### src/rtl/wb_pkg.sv
// Shared types and helpers for the writeback sequencer.
package wb_pkg;

   localparam int unsigned WB_DATA_WIDTH = 32;
   localparam int unsigned WB_NUM_REGS   = 32;
   localparam int unsigned REG_ZERO      = 0;

   function automatic int unsigned wb_aw(input int unsigned num_regs);
      return (num_regs > 1) ? $clog2(num_regs) : 1;
   endfunction

   typedef struct packed {
      logic [wb_aw(WB_NUM_REGS)-1:0] rd;
      logic [WB_DATA_WIDTH-1:0]      wd;
   } wb_entry_t;

endpackage

### src/rtl/wb_sequencer_if.sv
// Bus bundle between the pipeline (master) and the writeback sequencer (slave).
interface wb_sequencer_if
   import wb_pkg::*;
#(
   parameter int unsigned DATA_WIDTH = 32,
   parameter int unsigned NUM_REGS   = 32
);
   localparam int unsigned AW = wb_aw(NUM_REGS);

   logic                  alu_we;
   logic [AW-1:0]         alu_rd;
   logic [DATA_WIDTH-1:0] alu_wd;
   logic                  issue_valid;
   logic [AW-1:0]         issue_rd;
   logic                  lsu_valid;
   logic                  lsu_ready;
   logic [AW-1:0]         lsu_rd;
   logic [DATA_WIDTH-1:0] lsu_wd;
   logic [AW-1:0]         rs1;
   logic [AW-1:0]         rs2;
   logic                  stall;
   logic                  alu_hold;
   logic [AW-1:0]         rf_a3;
   logic [DATA_WIDTH-1:0] rf_wd3;
   logic                  rf_we3;

   modport master (
      output alu_we, alu_rd, alu_wd, issue_valid, issue_rd,
             lsu_valid, lsu_rd, lsu_wd, rs1, rs2,
      input  lsu_ready, stall, alu_hold, rf_a3, rf_wd3, rf_we3
   );

   modport slave (
      input  alu_we, alu_rd, alu_wd, issue_valid, issue_rd,
             lsu_valid, lsu_rd, lsu_wd, rs1, rs2,
      output lsu_ready, stall, alu_hold, rf_a3, rf_wd3, rf_we3
   );

endinterface

### src/rtl/wb_fifo.sv
// Synchronous FIFO for long-latency writeback entries; wrap-bit pointers.
module wb_fifo
   import wb_pkg::*;
#(
   parameter type         entry_t    = wb_entry_t,
   parameter int unsigned FIFO_DEPTH = 4
) (
   input  logic   clk,
   input  logic   rst,
   input  logic   push,
   input  logic   pop,
   input  entry_t din,
   output logic   full,
   output logic   empty,
   output entry_t head
);
   localparam int unsigned IW = $clog2(FIFO_DEPTH);
   localparam int unsigned PW = IW + 1;

   if (FIFO_DEPTH < 2 || (FIFO_DEPTH & (FIFO_DEPTH - 1)) != 0) begin : g_bad_depth
      $error("wb_fifo: FIFO_DEPTH must be a power of two >= 2");
   end

   logic [PW-1:0] wr_ptr;
   logic [PW-1:0] rd_ptr;
   entry_t        mem [FIFO_DEPTH];
   logic          do_push;
   logic          do_pop;

   always_comb begin
      empty   = (wr_ptr == rd_ptr);
      full    = (wr_ptr[IW-1:0] == rd_ptr[IW-1:0]) && (wr_ptr[IW] != rd_ptr[IW]);
      do_push = push && !full;
      do_pop  = pop && !empty;
      head    = mem[rd_ptr[IW-1:0]];
   end

   always_ff @(posedge clk or posedge rst) begin
      if (rst) begin
         wr_ptr <= '0;
         rd_ptr <= '0;
      end else begin
         if (do_push) wr_ptr <= wr_ptr + PW'(1);
         if (do_pop)  rd_ptr <= rd_ptr + PW'(1);
      end
   end

   always_ff @(posedge clk) begin
      if (do_push) mem[wr_ptr[IW-1:0]] <= din;
   end

endmodule

### src/rtl/wb_sequencer.sv
// Register-file write sequencer: ALU/long-latency arbitration plus pending scoreboard.
// Optional anti-starvation hold is enabled by defining WB_ANTISTARVE_EN.
module wb_sequencer
   import wb_pkg::*;
#(
   parameter int unsigned DATA_WIDTH = 32,
   parameter int unsigned NUM_REGS   = 32,
   parameter int unsigned FIFO_DEPTH = 4,
   parameter int unsigned MAX_STARVE = 8
) (
   input logic           clk,
   input logic           rst,
   wb_sequencer_if.slave bus
);
   localparam int unsigned   AW = wb_aw(NUM_REGS);
   localparam logic [AW-1:0] RZ = AW'(REG_ZERO);

   if (MAX_STARVE < 2) begin : g_bad_starve
      $error("wb_sequencer: MAX_STARVE must be >= 2");
   end

   typedef struct packed {
      logic [AW-1:0]         rd;
      logic [DATA_WIDTH-1:0] wd;
   } entry_t;

   entry_t                fifo_din;
   entry_t                head;
   logic                  full;
   logic                  empty;
   logic                  push;
   logic                  pop;
   logic [NUM_REGS-1:0]   pend;
   logic [NUM_REGS-1:0]   pend_next;
   logic                  we_q;
   logic [AW-1:0]         a3_q;
   logic [DATA_WIDTH-1:0] wd3_q;

   always_comb begin
      fifo_din.rd = bus.lsu_rd;
      fifo_din.wd = bus.lsu_wd;
      push        = bus.lsu_valid && !full;
      pop         = !bus.alu_we && !empty;
   end

   wb_fifo #(
      .entry_t    (entry_t),
      .FIFO_DEPTH (FIFO_DEPTH)
   ) u_fifo (
      .clk   (clk),
      .rst   (rst),
      .push  (push),
      .pop   (pop),
      .din   (fifo_din),
      .full  (full),
      .empty (empty),
      .head  (head)
   );

   always_ff @(posedge clk or posedge rst) begin
      if (rst) begin
         we_q  <= 1'b0;
         a3_q  <= '0;
         wd3_q <= '0;
      end else if (bus.alu_we) begin
         we_q  <= (bus.alu_rd != RZ);
         a3_q  <= bus.alu_rd;
         wd3_q <= bus.alu_wd;
      end else if (pop) begin
         we_q  <= (head.rd != RZ);
         a3_q  <= head.rd;
         wd3_q <= head.wd;
      end else begin
         we_q  <= 1'b0;
      end
   end

   // Set is applied after clear: a same-edge issue belongs to a newer op.
   always_comb begin
      pend_next = pend;
      if (pop) pend_next[head.rd] = 1'b0;
      if (bus.issue_valid && bus.issue_rd != RZ) pend_next[bus.issue_rd] = 1'b1;
      pend_next[0] = 1'b0;
   end

   always_ff @(posedge clk or posedge rst) begin
      if (rst) pend <= '0;
      else     pend <= pend_next;
   end

   always_comb begin
      bus.stall     = ((bus.rs1 != RZ) && pend[bus.rs1]) ||
                      ((bus.rs2 != RZ) && pend[bus.rs2]);
      bus.lsu_ready = !full;
      bus.rf_we3    = we_q;
      bus.rf_a3     = a3_q;
      bus.rf_wd3    = wd3_q;
   end

`ifdef WB_ANTISTARVE_EN
   localparam int unsigned SW = $clog2(MAX_STARVE) + 1;

   logic [SW-1:0] starve_cnt;
   logic          hold_q;

   always_ff @(posedge clk or posedge rst) begin
      if (rst) begin
         starve_cnt <= '0;
         hold_q     <= 1'b0;
      end else begin
         hold_q <= 1'b0;
         if (pop || empty) begin
            starve_cnt <= '0;
         end else if (bus.alu_we) begin
            if (starve_cnt == SW'(MAX_STARVE - 1)) begin
               hold_q     <= 1'b1;
               starve_cnt <= '0;
            end else begin
               starve_cnt <= starve_cnt + SW'(1);
            end
         end
      end
   end

   assign bus.alu_hold = hold_q;
`else
   assign bus.alu_hold = 1'b0;
`endif

endmodule

### src/flat_wrapper.sv
// flat-port wrapper written by rule: the top's interface ports become plain ports
module wb_sequencer_flat import wb_pkg::*;
#(
   parameter int unsigned DATA_WIDTH = 32,
   parameter int unsigned NUM_REGS   = 32,
   parameter int unsigned FIFO_DEPTH = 4,
   parameter int unsigned MAX_STARVE = 8
)
  (clk, rst, bus_alu_we, bus_alu_rd, bus_alu_wd, bus_issue_valid, bus_issue_rd, bus_lsu_valid, bus_lsu_rd, bus_lsu_wd, bus_rs1, bus_rs2, bus_lsu_ready, bus_stall, bus_alu_hold, bus_rf_a3, bus_rf_wd3, bus_rf_we3);
  wb_sequencer_if #(.DATA_WIDTH(DATA_WIDTH), .NUM_REGS(NUM_REGS)) bus_i ();
  input logic clk;
  input logic rst;
  input wire logic [$bits(bus_i.alu_we)-1:0] bus_alu_we;
  input wire logic [$bits(bus_i.alu_rd)-1:0] bus_alu_rd;
  input wire logic [$bits(bus_i.alu_wd)-1:0] bus_alu_wd;
  input wire logic [$bits(bus_i.issue_valid)-1:0] bus_issue_valid;
  input wire logic [$bits(bus_i.issue_rd)-1:0] bus_issue_rd;
  input wire logic [$bits(bus_i.lsu_valid)-1:0] bus_lsu_valid;
  input wire logic [$bits(bus_i.lsu_rd)-1:0] bus_lsu_rd;
  input wire logic [$bits(bus_i.lsu_wd)-1:0] bus_lsu_wd;
  input wire logic [$bits(bus_i.rs1)-1:0] bus_rs1;
  input wire logic [$bits(bus_i.rs2)-1:0] bus_rs2;
  output wire logic [$bits(bus_i.lsu_ready)-1:0] bus_lsu_ready;
  output wire logic [$bits(bus_i.stall)-1:0] bus_stall;
  output wire logic [$bits(bus_i.alu_hold)-1:0] bus_alu_hold;
  output wire logic [$bits(bus_i.rf_a3)-1:0] bus_rf_a3;
  output wire logic [$bits(bus_i.rf_wd3)-1:0] bus_rf_wd3;
  output wire logic [$bits(bus_i.rf_we3)-1:0] bus_rf_we3;
  assign bus_i.alu_we = bus_alu_we;
  assign bus_i.alu_rd = bus_alu_rd;
  assign bus_i.alu_wd = bus_alu_wd;
  assign bus_i.issue_valid = bus_issue_valid;
  assign bus_i.issue_rd = bus_issue_rd;
  assign bus_i.lsu_valid = bus_lsu_valid;
  assign bus_i.lsu_rd = bus_lsu_rd;
  assign bus_i.lsu_wd = bus_lsu_wd;
  assign bus_i.rs1 = bus_rs1;
  assign bus_i.rs2 = bus_rs2;
  assign bus_lsu_ready = bus_i.lsu_ready;
  assign bus_stall = bus_i.stall;
  assign bus_alu_hold = bus_i.alu_hold;
  assign bus_rf_a3 = bus_i.rf_a3;
  assign bus_rf_wd3 = bus_i.rf_wd3;
  assign bus_rf_we3 = bus_i.rf_we3;
  wb_sequencer #(.DATA_WIDTH(DATA_WIDTH), .NUM_REGS(NUM_REGS), .FIFO_DEPTH(FIFO_DEPTH), .MAX_STARVE(MAX_STARVE)) u_core (.clk(clk), .rst(rst), .bus(bus_i));
endmodule
### config.mk
export PLATFORM = sky130hd
export DESIGN_NAME = wb_sequencer_flat
export DESIGN_NICKNAME = d
export VERILOG_FILES = /design/src/rtl/wb_pkg.sv /design/src/rtl/wb_sequencer_if.sv /design/src/rtl/wb_fifo.sv /design/src/rtl/wb_sequencer.sv /design/src/flat_wrapper.sv
export SDC_FILE = /design/constraint.sdc
export NUM_CORES = 1
export LEC_CHECK = 0
export CAP_MARGIN = 15
export CORE_UTILIZATION = 40
export DETAILED_ROUTE_END_ITERATION = 6
export GPL_ROUTABILITY_DRIVEN = 1
export HOLD_SLACK_MARGIN = 0.12
export REMOVE_ABC_BUFFERS = 1
export SLEW_MARGIN = 10
export SYNTH_ARGS = -nofsm -noshare
export SYNTH_HDL_FRONTEND = slang
export SYNTH_SLANG_ARGS = --single-unit
### constraint.sdc
create_clock -name clk -period 4.3 [get_ports clk]
set_input_delay 0.43 -clock clk [delete_from_list [all_inputs] [get_ports clk]]
set_output_delay 0.43 -clock clk [all_outputs]
set_load 0.05 [all_outputs]
Word level (Yosys, flattened, before mapping)
Memory sizes are Yosys's and may differ from the RTL's. Index checks and enable logic that the tools add are counted.

$add $sub $neg: 2. Magnitude comparators: 6. Equal/unequal tests: 3. Multiplexer cells: 18. Bitwise logic cells: 3. Reduce and logical (&&, ||, !) cells: 20.

Operators by type and width (count): 32-bit two-way mux (4); 32-bit bitwise AND (1); 32-bit inverter (1); 32-bit bitwise OR (1); 5-bit nonzero test (5); 5-bit by 6-bit less-than comparator with 1-bit output (second input constant) (4); 1-bit binary-select mux with 5-bit select (2); 1-bit demux with 5-bit select (2); 5-bit by 1-bit greater-or-equal comparator with 1-bit output (second input constant) (2); 1-bit logical AND (10); 5-bit two-way mux (2); 1-bit two-way mux (8); 3-bit by 1-bit adder with 3-bit output (second input constant) (2); 3-bit == test (1); 1-bit zero test (3); 2-bit == test (1); 2-bit nonzero test (1); 1-bit logical OR (1); 1-bit inequality test (1).

Flip-flop bits (word level): 75. Bits in writable memories: 148. Bits of input ports: 94. Output and inout port bits: 41. Logic and storage cells: 59. Memories: 1.

Memories: u_core.u_fifo.mem (words 4, bits a word 37, rd ports 1, clocked after memory_dff 0, wr ports 1, line wb_fifo.sv:26) `entry_t mem [FIFO_DEPTH];`.

Depth between registers and ports, before layout
An unclocked memory read counts as a cell.

Word-level depth: 10. Gate-level depth with buffers: 7. Mapped depth without buffers: 5.

By module
From an unflattened synthesis, not the netlist that was laid out.

Cells, all modules: 597. Area total of the unflattened synthesis: 9465.3 um2.

Modules (own cells, without submodules): wb_fifo (times used 1, cells an instance 244, area an instance 5823.1 um2, sequential area each 4594.4 um2); wb_sequencer (times used 1, cells an instance 353, area an instance 3642.2 um2, sequential area each 1726.7 um2).

Least setup slack after synthesis
Ideal clock, no wire load.

Path type: input-to-output. Start: input bus_rs2[0]. End: output bus_stall. Arrival: 2388 ps. Required time: 3870 ps. Setup slack: 1482 ps. Stages on the path: 7. Buffers on the path: 2. Cells stage by stage: clkbuf_1 > buf_1 > mux2_2 > a221oi_1 > o41ai_1 > a211oi_1 > nand4_1.

Word-level cells in the longest chain between the ends: 4. Elaborated cells between the ends (all ways): 5. Those cells by class: 2 x mux; 3 x reduce/logical.

Ends and longest elaborated chain: start: declaration (line flat_wrapper.sv:22) `input wire logic [$bits(bus_i.rs2)-1:0] bus_rs2;`; 1-bit binary-select mux with 5-bit select (line wb_sequencer.sv:93) `((bus.rs2 != RZ) && pend[bus.rs2]);`; 1-bit two-way mux (implied by the code) (line wb_sequencer.sv:93); 1-bit logical AND * (line wb_sequencer.sv:93); 1-bit logical OR * (line wb_sequencer.sv:92) `bus.stall = ((bus.rs1 != RZ) && pend[bus.rs1]) ||`; end: declaration (line flat_wrapper.sv:24) `output wire logic [$bits(bus_i.stall)-1:0] bus_stall;`.

Every way passes the cells marked *; elsewhere a longest branch is shown, timed or not. The select of a mux whose other input is x is not followed.

Worst setup path after layout
Start: input bus_rs1[0]. End: output bus_stall.

Word-level cells in the longest chain between the ends: 4. Elaborated cells between the ends (all ways): 5. Those cells by class: 2 x mux; 3 x reduce/logical.

Ends and longest elaborated chain: start: declaration (line flat_wrapper.sv:21) `input wire logic [$bits(bus_i.rs1)-1:0] bus_rs1;`; 1-bit binary-select mux with 5-bit select (line wb_sequencer.sv:92); 1-bit two-way mux (implied by the code) (line wb_sequencer.sv:92); 1-bit logical AND * (line wb_sequencer.sv:92); 1-bit logical OR * (line wb_sequencer.sv:92).

Marked as above.

==> metrics.txt <==
worst hold slack=179 ps; WP data required=3870 ps; Reg2Reg Depth=5; CP Cell Sequence=clkdlybuf4s50_1, mux4_2, inv_1, a2111oi_0, a211oi_1, nand4_1, clkdlybuf4s50_1; fill count=1941; gr ovfl total=0; setup slack, reg-to-reg=1450 ps; vias in the first global route=5818; post-place instance area=10900 um^2; Global Route Usage Sum=18.3%; max-slew violation count=0; RSZ-0062 raised after global routing=no; PwrDens=724 nW/um^2; Levels on crit path=7; most area-consuming cells after synthesis=edfxtp_1 48%, dfrtp_1 20%, mux4_2 11%; CTS tree=done; CP Max Fanout=12; post-synthesis average cell area=16.0 um^2; share of Yosys cell area claimed by the top area cell type=47.9%; measured slew at the worst slew-check pin=1070 ps; clock-pin slew on the worst setup and hold paths=60 ps; total CTS buffers=24; Placer Congestion=0.882; final hold vios=0; WP data arrival=3150 ps; Post-CTS Setup Inserts=0; Leakage=4.30 nW; Post-Route Setup TNS=0 ps; Seq/Total Area, Yosys=68.1%; DR vias=5544; #FFs+latches synth=223; outcome=completed; initial antenna violation count=0; final core occ=51.4%; post-cts gate resize count=0; met3 WL=1.37 mm; wire per inst=20.5 um; met1 wire length=9.33 mm; Max VDD drop=0.351 mV; worst skew pair latency=500 ps; ratio of cells with drive above 1 in the final layout=14.3%; Unique masters post-synth=43; Residual DRC=0; Area Overhead vs Synth=25.7%; Longest Clk Path Bufs=3; Rows=55; cell class contributing the biggest share of worst-path delay=buffers and inverters; buffers added on ports=133; Antenna Nets Post-Route=0; highest routed layer=met4; DRT Pass-1 Iters=5; Worst path slowest cell=clkdlybuf4s50_1; dominant cell type by area after synthesis=edfxtp_1; Max Cap Viol=0; post-cts hold buffer count=0; die extent in x=154 um; final instance area=11700 um^2; Register Area=6320 um^2; largest net degree at the start of global routing=56; Final Critical Period=3580 ps; final WL=21.0 mm; CP Class=input port to primary output; core box area=22700 um^2; vias per cell=5.42; Hold Path Class=input port to asynchronous set/reset pin; clk_skew=8.53 ps; met2 wire length=10.0 mm; crit-path most repeated cell=clkdlybuf4s50_1; Synth Cell Area=9280 um^2; die footprint=23800 um^2; CP Capture Type=primary output; 1st-iter DRT viols=323; Initial Utilization=40.9%; total power=8.45 mW; worst path bufs/invs=3; first-pass GRT wire length=33.3 mm; Sinks on Clock Net=223; Post-DP HPWL=13.9 mm; root buffer cell=clkbuf_16; Syn Inst Count=581; Max-Slew Margin vs Limit=28.4%; fin crit share=83.3%; CTS H-tree lvls=1; Die Ht=154 um; crit start category=input port; synth warn=0; Setup violations, final=0; final net count=817; FMAX=0.279 GHz; I/O Pins=135; CP max stage delay=870 ps; area of the multi-input gates=2810 um^2
## cell usage after synthesis
cell type / instances
o32a_1: 1
buf_2: 9
nand2_1: 47
edfxtp_1: 148
nand4b_1: 3
or3_1: 2
a2111oi_0: 4
a211oi_1: 2
and3_1: 4
o41ai_1: 1
conb_1: 1
nor2b_1: 13
or2_0: 2
or3b_4: 1
nand3b_1: 2
nor2_1: 5
xor2_1: 5
nor3b_1: 2
nand2b_1: 6
a221oi_1: 2
nand4_1: 2
xnor2_1: 2
dfrtp_1: 75
buf_1: 3
o21ai_0: 80
o211ai_1: 1
mux2_2: 7
mux4_1: 1
mux2i_1: 39
o21ai_1: 22
and3b_1: 1
buf_4: 1
clkbuf_1: 16
ha_1: 5
mux4_2: 46
a22oi_1: 1
inv_1: 6
nand3_1: 7
or4_1: 1
nor4b_1: 2
and2_1: 1
buf_6: 1
or4b_1: 1
## layout by cell type (no fill, tap or decap), types with 3 or more instances in the layout
master	instances
mux2i_1	39
clkdlybuf4s50_1	132
ha_1	5
xor2_1	5
nor2_1	5
nand2b_1	6
clkinv_2	6
nor2b_1	13
inv_1	5
nand3_1	7
clkbuf_1	8
o21ai_0	80
and3_2	4
o21ai_1	22
edfxtp_1	148
mux2_2	7
buf_4	7
clkbuf_16	25
a2111oi_0	4
dfrtp_1	73
nand4b_1	3
nand2_1	47
mux4_2	46
## power by group
part           switching (mW)  leakage (nW)  internal [mW]
clock                   0.794         0.362           1.14
combinational            1.82          1.68           1.31
sequential              0.394          2.26           2.99
## registers in the layout, indices dropped and copies added, names as in the netlist
register              count
u_core.bus.rf_a3          5
u_core.u_fifo.mem       148
u_core.bus.rf_we3         1
u_core.u_fifo.wr_ptr      3
u_core.u_fifo.rd_ptr      3
u_core.pend              31
u_core.bus.rf_wd3        32
## final timing paths
| check | start | end |
|---|---|---|
| worst max-delay path | bus_rs1[0] | bus_stall |
| worst min-delay path | rst | u_core.pend[28] |
| worst max register to register | u_core.u_fifo.rd_ptr[0] | u_core.pend[29] |
| worst min register to register | u_core.u_fifo.wr_ptr[2] | u_core.u_fifo.wr_ptr[2] |
| max in group asynchronous | rst | u_core.bus.rf_wd3[8] |
| min in group clk | u_core.u_fifo.wr_ptr[2] | u_core.u_fifo.wr_ptr[2] |
## per-stage QoR
stage / worst slack (ps) / std cells
floorplan: 175 / 551
finish: 718 / 1022
global placement: 686 / 976
CTS: 703 / 1020
global route: 541 / 1021
detailed placement: 709 / 976
## layout make-up
cell class                 instances  share of cell area [%]
sequential                       223                    54.2
multi-input combinational        322                    24.1
timing repair buffer             141                    12.1
clock buffer                      34                    5.74
tap                              285                    3.06
clock inverter                    10                   0.665
inverter                           6                   0.204
antenna                            1                  0.0215
## logic make-up after synthesis
group	Yosys count	share of synthesized area, %
and+or+nand+nor	102	5.70
xor gates and xnor gates	7	0.661
AOI/OAI and AO/OA	114	6.59
DFF	223	68.1
adders and majority gates	5	0.674
muxes	93	16.5
other	1	0.0404
buffers and inverters	36	1.70
## worst register-to-register path, delay by kind of cell (launching register included)
family           cells  cell delay (ps)
XOR/XNOR             1              240
AO/OA/AOI/OAI        2              340
flip-flops           1              780
AND/OR/NAND/NOR      2             1350
## per-layer routing
layer,global-route usage [%],vias to the layer above
li1,-,2536
met1,25.0,2816
met2,30.0,171
met3,4.31,21
met4,3.49,0
met5,0,-
(Power assumes the default switching activity.)
